$ cat src/rtl/gsm_egress_pkg.sv
// Shared types and constants for the gsm_sys egress serializer.
//   - ser_state_e     : serializer FSM state encoding
//   - PKT_LEN_W       : width of the packet-length field in a packet's first cell
//   - DEF_LOC_PKT_LEN : default LSB position of that field
package gsm_egress_pkg;

    localparam int unsigned PKT_LEN_W       = 8;
    localparam int unsigned DEF_LOC_PKT_LEN = 24;

    typedef enum logic {
        IDLE  = 1'b0,
        SHIFT = 1'b1
    } ser_state_e;

endpackage

$ cat src/rtl/gsm_egress_serializer_fifo.sv
// gsm_cell_fifo: DEPTH x DWIDTH synchronous cell FIFO.
// Ports:
//   clk_80M, rst_n      : clock, asynchronous active-low reset
//   wr_en, wr_data      : write request and cell
//   rd_en, rd_data      : pop request and head-of-queue cell (show-ahead)
//   full, empty         : status flags
//   occupancy           : number of stored cells
// A write while full succeeds only when a pop happens in the same cycle.
module gsm_cell_fifo #(
    parameter int unsigned DWIDTH = 256,
    parameter int unsigned DEPTH  = 2,
    parameter int unsigned OW     = $clog2(DEPTH + 1)
) (
    input  logic              clk_80M,
    input  logic              rst_n,
    input  logic              wr_en,
    input  logic [DWIDTH-1:0] wr_data,
    input  logic              rd_en,
    output logic [DWIDTH-1:0] rd_data,
    output logic              full,
    output logic              empty,
    output logic [OW-1:0]     occupancy
);

    localparam int unsigned AW = (DEPTH > 1) ? $clog2(DEPTH) : 1;

    logic [DWIDTH-1:0] mem [DEPTH];
    logic [AW-1:0]     wr_ptr;
    logic [AW-1:0]     rd_ptr;
    logic              wr_ok;
    logic              rd_ok;

    // Status and accepted-operation qualifiers
    always_comb begin
        full    = (occupancy == OW'(DEPTH));
        empty   = (occupancy == '0);
        rd_ok   = rd_en & ~empty;
        wr_ok   = wr_en & (~full | rd_ok);
        rd_data = mem[rd_ptr];
    end

    // Cell storage needs no reset; occupancy guards every read
    always_ff @(posedge clk_80M) begin
        if (wr_ok) begin
            mem[wr_ptr] <= wr_data;
        end
    end

    // Pointers wrap explicitly so non-power-of-two depths work
    always_ff @(posedge clk_80M or negedge rst_n) begin
        if (!rst_n) begin
            wr_ptr    <= '0;
            rd_ptr    <= '0;
            occupancy <= '0;
        end else begin
            if (wr_ok) begin
                wr_ptr <= (wr_ptr == AW'(DEPTH - 1)) ? '0 : wr_ptr + AW'(1);
            end
            if (rd_ok) begin
                rd_ptr <= (rd_ptr == AW'(DEPTH - 1)) ? '0 : rd_ptr + AW'(1);
            end
            case ({wr_ok, rd_ok})
                2'b10:   occupancy <= occupancy + OW'(1);
                2'b01:   occupancy <= occupancy - OW'(1);
                default: occupancy <= occupancy;
            endcase
        end
    end

endmodule

$ cat src/rtl/gsm_egress_serializer.sv
// gsm_egress_serializer: buffers egress cells from gsm_sys and shifts them
// MSB-first onto a 1-bit line with start/end-of-packet markers.
// Ports:
//   clk_80M, rst_n  : clock, asynchronous active-low reset
//   i_valid, i_data : cell from gsm_sys egress port
//   o_stall         : registered backpressure to gsm_sys
//   i_pause         : downstream pause, holds the current bit
//   o_bit_valid     : o_bit carries a bit this cycle
//   o_bit           : serial data
//   o_sop, o_eop    : first / last bit of a packet
//   o_overflow      : one-cycle pulse when a cell was dropped on a full FIFO
module gsm_egress_serializer
    import gsm_egress_pkg::*;
#(
    parameter int unsigned DWIDTH      = 256,
    parameter int unsigned DEPTH       = 2,
    parameter int unsigned LOC_PKT_LEN = DEF_LOC_PKT_LEN,
    parameter int unsigned CWIDTH      = 8
) (
    input  logic              clk_80M,
    input  logic              rst_n,
    input  logic              i_valid,
    input  logic [DWIDTH-1:0] i_data,
    output logic              o_stall,
    input  logic              i_pause,
    output logic              o_bit_valid,
    output logic              o_bit,
    output logic              o_sop,
    output logic              o_eop,
    output logic              o_overflow
);

    localparam int unsigned OW = $clog2(DEPTH + 1);

    ser_state_e             state;
    logic [DWIDTH-1:0]      shifter;
    logic [CWIDTH-1:0]      bit_cnt;
    logic [PKT_LEN_W-1:0]   cells_left;
    logic                   first_flag;
    logic                   last_flag;

    logic [DWIDTH-1:0]      head;
    logic                   fifo_full;
    logic                   fifo_empty;
    logic [OW-1:0]          occupancy;

    logic                   advance;
    logic                   last_bit;
    logic                   pop;
    logic [PKT_LEN_W-1:0]   head_len;
    logic [PKT_LEN_W-1:0]   start_len;

    gsm_cell_fifo #(
        .DWIDTH (DWIDTH),
        .DEPTH  (DEPTH),
        .OW     (OW)
    ) u_fifo (
        .clk_80M   (clk_80M),
        .rst_n     (rst_n),
        .wr_en     (i_valid),
        .wr_data   (i_data),
        .rd_en     (pop),
        .rd_data   (head),
        .full      (fifo_full),
        .empty     (fifo_empty),
        .occupancy (occupancy)
    );

    // Shift/pop control and line outputs; valid follows pause without delay
    always_comb begin
        last_bit    = (bit_cnt == CWIDTH'(DWIDTH - 1));
        advance     = (state == SHIFT) & ~i_pause;
        pop         = ~fifo_empty & ((state == IDLE) | (advance & last_bit));
        head_len    = head[LOC_PKT_LEN +: PKT_LEN_W];
        // A zero length field still describes a one-cell packet
        start_len   = (head_len == '0) ? PKT_LEN_W'(1) : head_len;
        o_bit_valid = advance;
        o_bit       = (state == SHIFT) & shifter[DWIDTH-1];
        o_sop       = advance & first_flag & (bit_cnt == '0);
        o_eop       = advance & last_flag & last_bit;
    end

    // Serializer FSM, framing counters and registered status outputs
    always_ff @(posedge clk_80M or negedge rst_n) begin
        if (!rst_n) begin
            state      <= IDLE;
            shifter    <= '0;
            bit_cnt    <= '0;
            cells_left <= '0;
            first_flag <= 1'b0;
            last_flag  <= 1'b0;
            o_stall    <= 1'b0;
            o_overflow <= 1'b0;
        end else begin
            // Stall one cycle late; the spare FIFO slot absorbs the in-flight cell
            o_stall    <= (occupancy >= OW'(DEPTH - 1));
            o_overflow <= i_valid & fifo_full & ~pop;

            if (pop) begin
                state   <= SHIFT;
                shifter <= head;
                bit_cnt <= '0;
                if (cells_left == '0) begin
                    cells_left <= start_len - PKT_LEN_W'(1);
                    first_flag <= 1'b1;
                    last_flag  <= (start_len == PKT_LEN_W'(1));
                end else begin
                    cells_left <= cells_left - PKT_LEN_W'(1);
                    first_flag <= 1'b0;
                    last_flag  <= (cells_left == PKT_LEN_W'(1));
                end
            end else if (advance) begin
                shifter <= shifter << 1;
                bit_cnt <= bit_cnt + CWIDTH'(1);
                if (last_bit) begin
                    state <= IDLE;
                end
            end
        end
    end

endmodule

$ cat config.mk
export PLATFORM = sky130hd
export DESIGN_NAME = gsm_egress_serializer
export DESIGN_NICKNAME = d
export VERILOG_FILES = /design/src/rtl/gsm_egress_pkg.sv /design/src/rtl/gsm_egress_serializer_fifo.sv /design/src/rtl/gsm_egress_serializer.sv
export SDC_FILE = /design/constraint.sdc
export NUM_CORES = 1
export LEC_CHECK = 0
export BUFFER_PORTS_ARGS = -buffer_cell sky130_fd_sc_hd__buf_2
export CORE_MARGIN = 2
export CORE_UTILIZATION = 30
export DETAILED_ROUTE_END_ITERATION = 6
export GPL_ROUTABILITY_DRIVEN = 0
export HOLD_SLACK_MARGIN = 0.1
export PLACE_DENSITY = 0.57
export SLEW_MARGIN = 5
export SYNTH_ARGS = -nofsm -noshare
export SYNTH_HDL_FRONTEND = slang
export SYNTH_SLANG_ARGS = --single-unit
$ cat constraint.sdc
create_clock -name clk_80M -period 40 [get_ports clk_80M]
set_clock_uncertainty 0.1 [all_clocks]
set_input_delay 4 -clock clk_80M [delete_from_list [all_inputs] [get_ports clk_80M]]
set_output_delay 4 -clock clk_80M [all_outputs]
set_load 0.005 [all_outputs]
==> reports/metrics.cfg, run 1 <==
[cts]
clockRootBuffer=clkbuf_16
cts_setup_buffers=0
post_cts_resize_count=0
clock_tree.buffer_depth=3
clk_pin_slew_ns=0.06
cts_tree=done
cts_hold_buf=0
ctsHtreeMaxLevel=3
clock_latency_ns=0.66
cts_buffers=88
cts.sinks=793

[global_routing]
antenna_found_initial=18
overflow=0
grt_pass1_vias=18646
grt_max_degree=222
grt_pass1_wl_um=107000
track_usage_pct=12.6

[sta]
setup-violations-final=0
rsz0062_at_grt=false
worstMarginPinSlew_ns=1.33
fin_crit_sh_pct=22.9
period_minus_slack_ns=9.15
hold_viol=0
drv_slew=0
max-slew-margin-rel_pct=11.4
tns_ns=0
max_freq_mhz=109

[pwr]
p_sw_mw=0.489
vdd.ir_drop.worst_uv=52.5
power.density_nw_per_um2=55.8
pwr-share-comb_pct=8.2
swShare_pct=23.8
p_int_mw=1.57
sequentialPowerShare_pct=51.0
power_leakage_nw=13.4
clockPowerShare_pct=40.8

[route]
wl_um=67500
drtIter0Drc=1208
dr.pass1.iters=5
vias=19128
wire_per_inst_um=16.6
ant_nets=0
vias_per_cell=4.71
drc=0

[worst_hold_path]
min_to=u_fifo.occupancy[0]$_DFFE_PN0P_
min-delay-start=u_fifo.occupancy[0]$_DFFE_PN0P_
worstHoldPathType=flop to flop
hold_path_depth=1

[final_layout]
nNetsFinal=2863
drive_gt1_share_pct=16.8
mostFrequentLayoutCell=nand2_1
areaGrowthSynthToFinish_pct=18.2
final_cell_mix=528 x nand2_1, 512 x edfxtp_1, 280 x dfrtp_1, 264 x buf_2, 254 x a31oi_1
multi_input_area_um2=7990
fin_area_um2=36800
ff_latch_area_um2=22400
nFillCells=10074

[floorplanning]
initial_core_util_pct=30.2
die_area_um2=106000
core-area_um2=103000
die_x_um=326
die_h_um=326
fp-row-count=118
ios=266

[run_status]
status=finished, final reports clean

[placement]
port-buffer-count=265
dp_hpwl_um=36600
dpl_cell_area_um2=33700

[synthesis]
synth_ff_type=edfxtp_1
ys_seq_area_share_pct=71.9
avgSynthCellArea_um2=13.0
yosys_register_bits=793
yosys_warnings=0
synth_edf_count=512
yosysUniqueCellTypes=52
synth_async_sr_flop_share_pct=35.4
synth_cells=2395
synth_area_um2=31200
synth_fp_nets=2664

[run]
cap_violations=0

[worst_setup_path]
crit_type=primary input to output port
r2r-end=u_fifo.mem[0][237]$_DFFE_PP_
crit_path_end_kind=output port
rr_worst_depth=8
crit_arrival_ns=5.05
reg2reg_setup_slack_ns=36.17
cp_data_required_time_ns=35.90
worstPathMaxFanout=115
cp-start-kind=primary input
r2r-start=bit_cnt[0]$_DFFE_PN0P_

-- layout make-up --
cell class	instances	share of cell area [%]
antenna	8	0.0543
clock buffer	122	6.93
clock inverter	43	1.41
inverter	12	0.143
multi-input combinational	1414	21.7
sequential	793	60.8
tap	1380	4.69
timing repair buffer	285	4.24
-- per-layer routing --
layer	wire [um]	global-route usage [%]	up-vias
met5	119	0	-
met4	1720	4.74	20
met3	3410	3.05	124
met2	31400	19.9	347
met1	30900	16.8	9410
li1	-	-	9227
-- worst max-delay path: stages --
cell and delay, ns:
buf_2 0.12, nand2b_4 0.18, inv_8 0.44, buf_2 0.23
-- cells by family after synthesis --
family	after synthesis	synth area share (%)
multiplexers	11	0.369
adder cells (fa/ha/maj)	9	0.361
flip-flops	793	71.9
XOR/XNOR	12	0.337
buffers and inverters	188	2.56
AO/OA/AOI/OAI	542	12.0
AND/OR/NAND/NOR	840	12.4
-- state kept, by name, summed over array words and instances, names as in the netlist --
name / count
last_flag: 1
u_fifo.occupancy: 2
first_flag: 1
shifter: 256
bit_cnt: 8
u_fifo.wr_ptr: 1
u_fifo.rd_ptr: 1
o_stall: 1
o_overflow: 1
u_fifo.mem: 512
state: 1
cells_left: 8
-- cells in the mapped netlist, types with 4 or more instances --
cell type | instances | area, um^2
nand4_1 | 4 | 25.0
nor2_1 | 25 | 93.8
dfrtp_1 | 281 | 7030
a211oi_1 | 247 | 1850
xnor2_1 | 5 | 43.8
clkbuf_1 | 103 | 387
nand2_1 | 528 | 1980
ha_1 | 9 | 113
buf_1 | 9 | 33.8
a31oi_1 | 254 | 1590
a21oi_1 | 12 | 60.1
mux2i_1 | 7 | 70.1
inv_1 | 11 | 41.3
xor2_1 | 7 | 61.3
o21ai_0 | 4 | 20.0
edfxtp_1 | 512 | 15400
and3_1 | 5 | 31.3
nand3_1 | 6 | 30.0
o22a_1 | 4 | 35.0
nor3_1 | 9 | 45.0
buf_2 | 61 | 305
mux2_2 | 4 | 45.0
nor2b_1 | 248 | 1550
-- power by group through the flow --
| stage | Clock (mW) | Sequential [mW] | Combinational (mW) |
|---|---|---|---|
| after floorplan | 0 | 1.10 | 0.0995 |
| after global placement | 0 | 1.06 | 0.172 |
| after detailed placement | 0 | 1.06 | 0.175 |
| after CTS | 0.866 | 1.05 | 0.175 |
| after global routing | 0.898 | 1.06 | 0.189 |
| final | 0.839 | 1.05 | 0.168 |
-- through the flow --
step	setup WS, ns	total power [mW]	util [%]	hold WS, ns	instances
finish	30.85	2.05	35.6	0.368	4057
global route	30.75	2.14	35.6	0.419	4055
CTS	30.82	2.09	35.6	0.378	4049
detailed placement	30.83	1.24	32.7	0.365	3884
global placement	30.83	1.23	32.7	0.361	3884
floorplan	23.53	1.20	-	0.346	2395
-- worst max path at each step --
stage | startpoint | to | slack, ns | cells past startpoint
6_report | i_pause | o_bit_valid | 30.85 | 4
5_1_grt | i_pause | o_bit_valid | 30.75 | 4
4_1_cts | i_pause | o_bit_valid | 30.82 | 4
3_5_place_dp | i_pause | o_bit_valid | 30.83 | 4
3_3_place_gp | i_pause | o_bit_valid | 30.83 | 4
2_1_floorplan | i_pause | u_fifo.mem[0][0]$_DFFE_PP_ | 23.53 | 7
No activity file was read; power rests on OpenSTA's default activity.
==> run 2, diff against run 1 <==
--- a/config.mk
+++ b/config.mk
@@ -5,6 +5,7 @@
 export SDC_FILE = /design/constraint.sdc
 export NUM_CORES = 1
 export LEC_CHECK = 0
+export ABC_AREA = 1
 export BUFFER_PORTS_ARGS = -buffer_cell sky130_fd_sc_hd__buf_2
 export CORE_MARGIN = 2
 export CORE_UTILIZATION = 30
==> constraint.sdc (replaced) <==
create_clock -name clk_80M -period 8.6 [get_ports clk_80M]
set_clock_uncertainty 0.1 [all_clocks]
set_input_delay 0.86 -clock clk_80M [delete_from_list [all_inputs] [get_ports clk_80M]]
set_output_delay 0.86 -clock clk_80M [all_outputs]
set_load 0.005 [all_outputs]
==> reports/metrics.cfg, run 2 <==
[final_layout]
nNetsFinal=3414
drive_gt1_share_pct=13.7
postLayoutCoreUtil_pct=35.5
largest_registers=u_fifo.mem (512), shifter (256)
top_register=u_fifo.mem
largest_reg_flops=512
final_cell_mix=1057 x nand2_1, 771 x nand3_1, 512 x edfxtp_1, 280 x dfrtp_1, 264 x buf_2
mostFrequentLayoutCell=nand2_1
areaGrowthSynthToFinish_pct=17.1

[floorplanning]
core-area_um2=106000
fp-row-count=119
die_x_um=331
die_h_um=331
die_area_um2=109000
ios=266
initial_core_util_pct=30.3

[placement]
port-buffer-count=265
dp_hpwl_um=42900
dp_slack_ns=2.94

[sta]
fin_crit_sh_pct=59.4
worstMarginPinSlew_ns=1.18
drv_slew=0
rsz0062_at_grt=false
setup-violations-final=0
hold_viol=0
max_freq_mhz=196
tns_ns=0
period_minus_slack_ns=5.11
max-slew-margin-rel_pct=21.3
fin_ws_ns=3.49

[route]
wire_per_inst_um=16.8
dr.pass1.iters=7
wl_um=77500
vias=21507
drc=0
vias_per_cell=4.66
drtIter0Drc=1619
ant_nets=0

[synthesis]
synthTopCellsByCount=1058 x nand2_1, 771 x nand3_1, 512 x edfxtp_1
yosys_warnings=0
ys_seq_area_share_pct=70.0
synth_fp_nets=3240
synth_top_area_share_pct=48.0
synth_area_um2=32000
yosysMostFrequentCell=nand2_1
yosysUniqueCellTypes=32
synth_ff_type=edfxtp_1
yosys_register_bits=793
synth_cells=2971
synth.area.top_cells=edfxtp_1 48%, dfrtp_1 22%, nand2_1 12%
avgSynthCellArea_um2=10.8
post-synth-top-area-cell=edfxtp_1
synth_edf_count=512
synth_async_sr_flop_share_pct=35.4

[cts]
clk_pin_slew_ns=0.06
post_cts_resize_count=0
cts_hold_buf=1
clock_tree.buffer_depth=3
cts_setup_buffers=0
cts_tree=done
cts_buffers=86
clock_latency_ns=0.65
ctsHtreeMaxLevel=3
clockRootBuffer=clkbuf_16
cts.sinks=793

[run]
cap_violations=0

[global_routing]
overflow=0
grt_max_degree=226
antenna_found_initial=34
grt_pass1_wl_um=120000
track_usage_pct=14.0
grt_pass1_vias=20535

[pwr]
vdd.ir_drop.worst_uv=171
power_leakage_nw=16.0
power.density_nw_per_um2=281

[worst_setup_path]
crit_arrival_ns=5.26
worstPathMaxFanout=141
crit_type=flop to flop
crit_path_end_kind=flop
cp-start-kind=flop
cp_data_required_time_ns=8.75

[run_status]
status=finished, final reports clean

[worst_hold_path]
worstHoldPathType=primary input to flop

[run 2: cell count changes in the layout (fill, tap and decap cells not counted), sizes merged, moves of 6 or more]
| cell | change |
|---|---|
| nand2 | +531 |
| a31oi | -253 |
| clkbuf | -11 |
| a21oi | -8 |
| o21ai | +11 |
| nor2 | +6 |
| nand3 | +765 |
| mux2i | -6 |
| o211ai | +10 |
| nor2b | -248 |
| clkinv | +6 |
| nor3 | -6 |
| a211oi | -247 |
| inv | +33 |
[run 2: cell families (layout without fill, tap and decap cells)]
family / Yosys count / after routing / synth area share [%]
xor gates and xnor gates: 11 / 11 / 0.301
adders and majority gates: 9 / 9 / 0.352
other: 0 / 8 / 0
and+or+nand+nor: 1874 / 1874 / 25.1
buffers and inverters: 249 / 496 / 3.51
DFF: 793 / 793 / 70.0
AOI/OAI and AO/OA: 34 / 34 / 0.692
muxes: 1 / 1 / 0.0313
[run 2: worst max-delay path: stages (launching register included)]
cell and delay, ns:
dfrtp_1 0.38, ha_1 0.19, inv_1 0.05, nor2_1 0.11, nand3_1 0.09, nand2_1 0.18
nand2_4 0.54, inv_8 0.83, o21ai_0 0.46, nor2_4 0.83, buf_12 0.53
[run 2: cell type report]
| class | count | area [um^2] |
|---|---|---|
| fillers | 10385 | 68100 |
| flip-flops and latches | 793 | 22400 |
| repair buffers | 286 | 1580 |
| well taps | 1391 | 1740 |
| clock inverters | 50 | 602 |
| inverters | 49 | 206 |
| diodes | 8 | 20.0 |
| multi-input cells | 1929 | 8500 |
| clock buffers | 111 | 2420 |
[run 2: layer usage]
| metal | up-vias | share of wire, % | track usage (%) |
|---|---|---|---|
| li1 | 10526 | - | - |
| met1 | 10420 | 43 | 17.6 |
| met2 | 394 | 50 | 23.8 |
| met3 | 137 | 4.6 | 2.83 |
| met4 | 30 | 2.5 | 5.31 |
| met5 | - | 0.24 | 0 |
[run 2: per-stage QoR]
step	instances	total power, mW	instance area, um^2	hold WS [ns]
2_1_floorplan	2971	6.31	32000	0.342
3_3_place_gp	4447	6.72	34400	0.359
3_5_place_dp	4447	6.75	34400	0.362
4_1_cts	4609	10.7	37500	0.238
5_1_grt	4616	11.1	37500	0.255
6_report	4617	10.5	37500	0.294
[run 2: final timing paths]
check                                           startpoint  cells after the start                              end  slack [ns]
hold / removal                                   i_data[9]                      1       u_fifo.mem[0][9]$_DFFE_PP_        0.29
setup / recovery                    bit_cnt[0]$_DFFE_PN0P_                     10       u_fifo.mem[0][5]$_DFFE_PP_        3.49
min in group asynchronous                            rst_n                      2         shifter[207]$_DFFE_PN0P_        0.68
max in group asynchronous                            rst_n                      3         shifter[119]$_DFFE_PN0P_        6.29
setup reg to reg                    bit_cnt[0]$_DFFE_PN0P_                     10       u_fifo.mem[0][5]$_DFFE_PP_        3.49
hold reg to reg            u_fifo.occupancy[0]$_DFFE_PN0P_                      1  u_fifo.occupancy[0]$_DFFE_PN0P_        0.37
[run 2: power breakdown]
part	internal (mW)	total, mW	switching [mW]
Clock	2.36	3.89	1.53
Sequential	4.92	5.15	0.229
Combinational	0.404	1.49	1.08
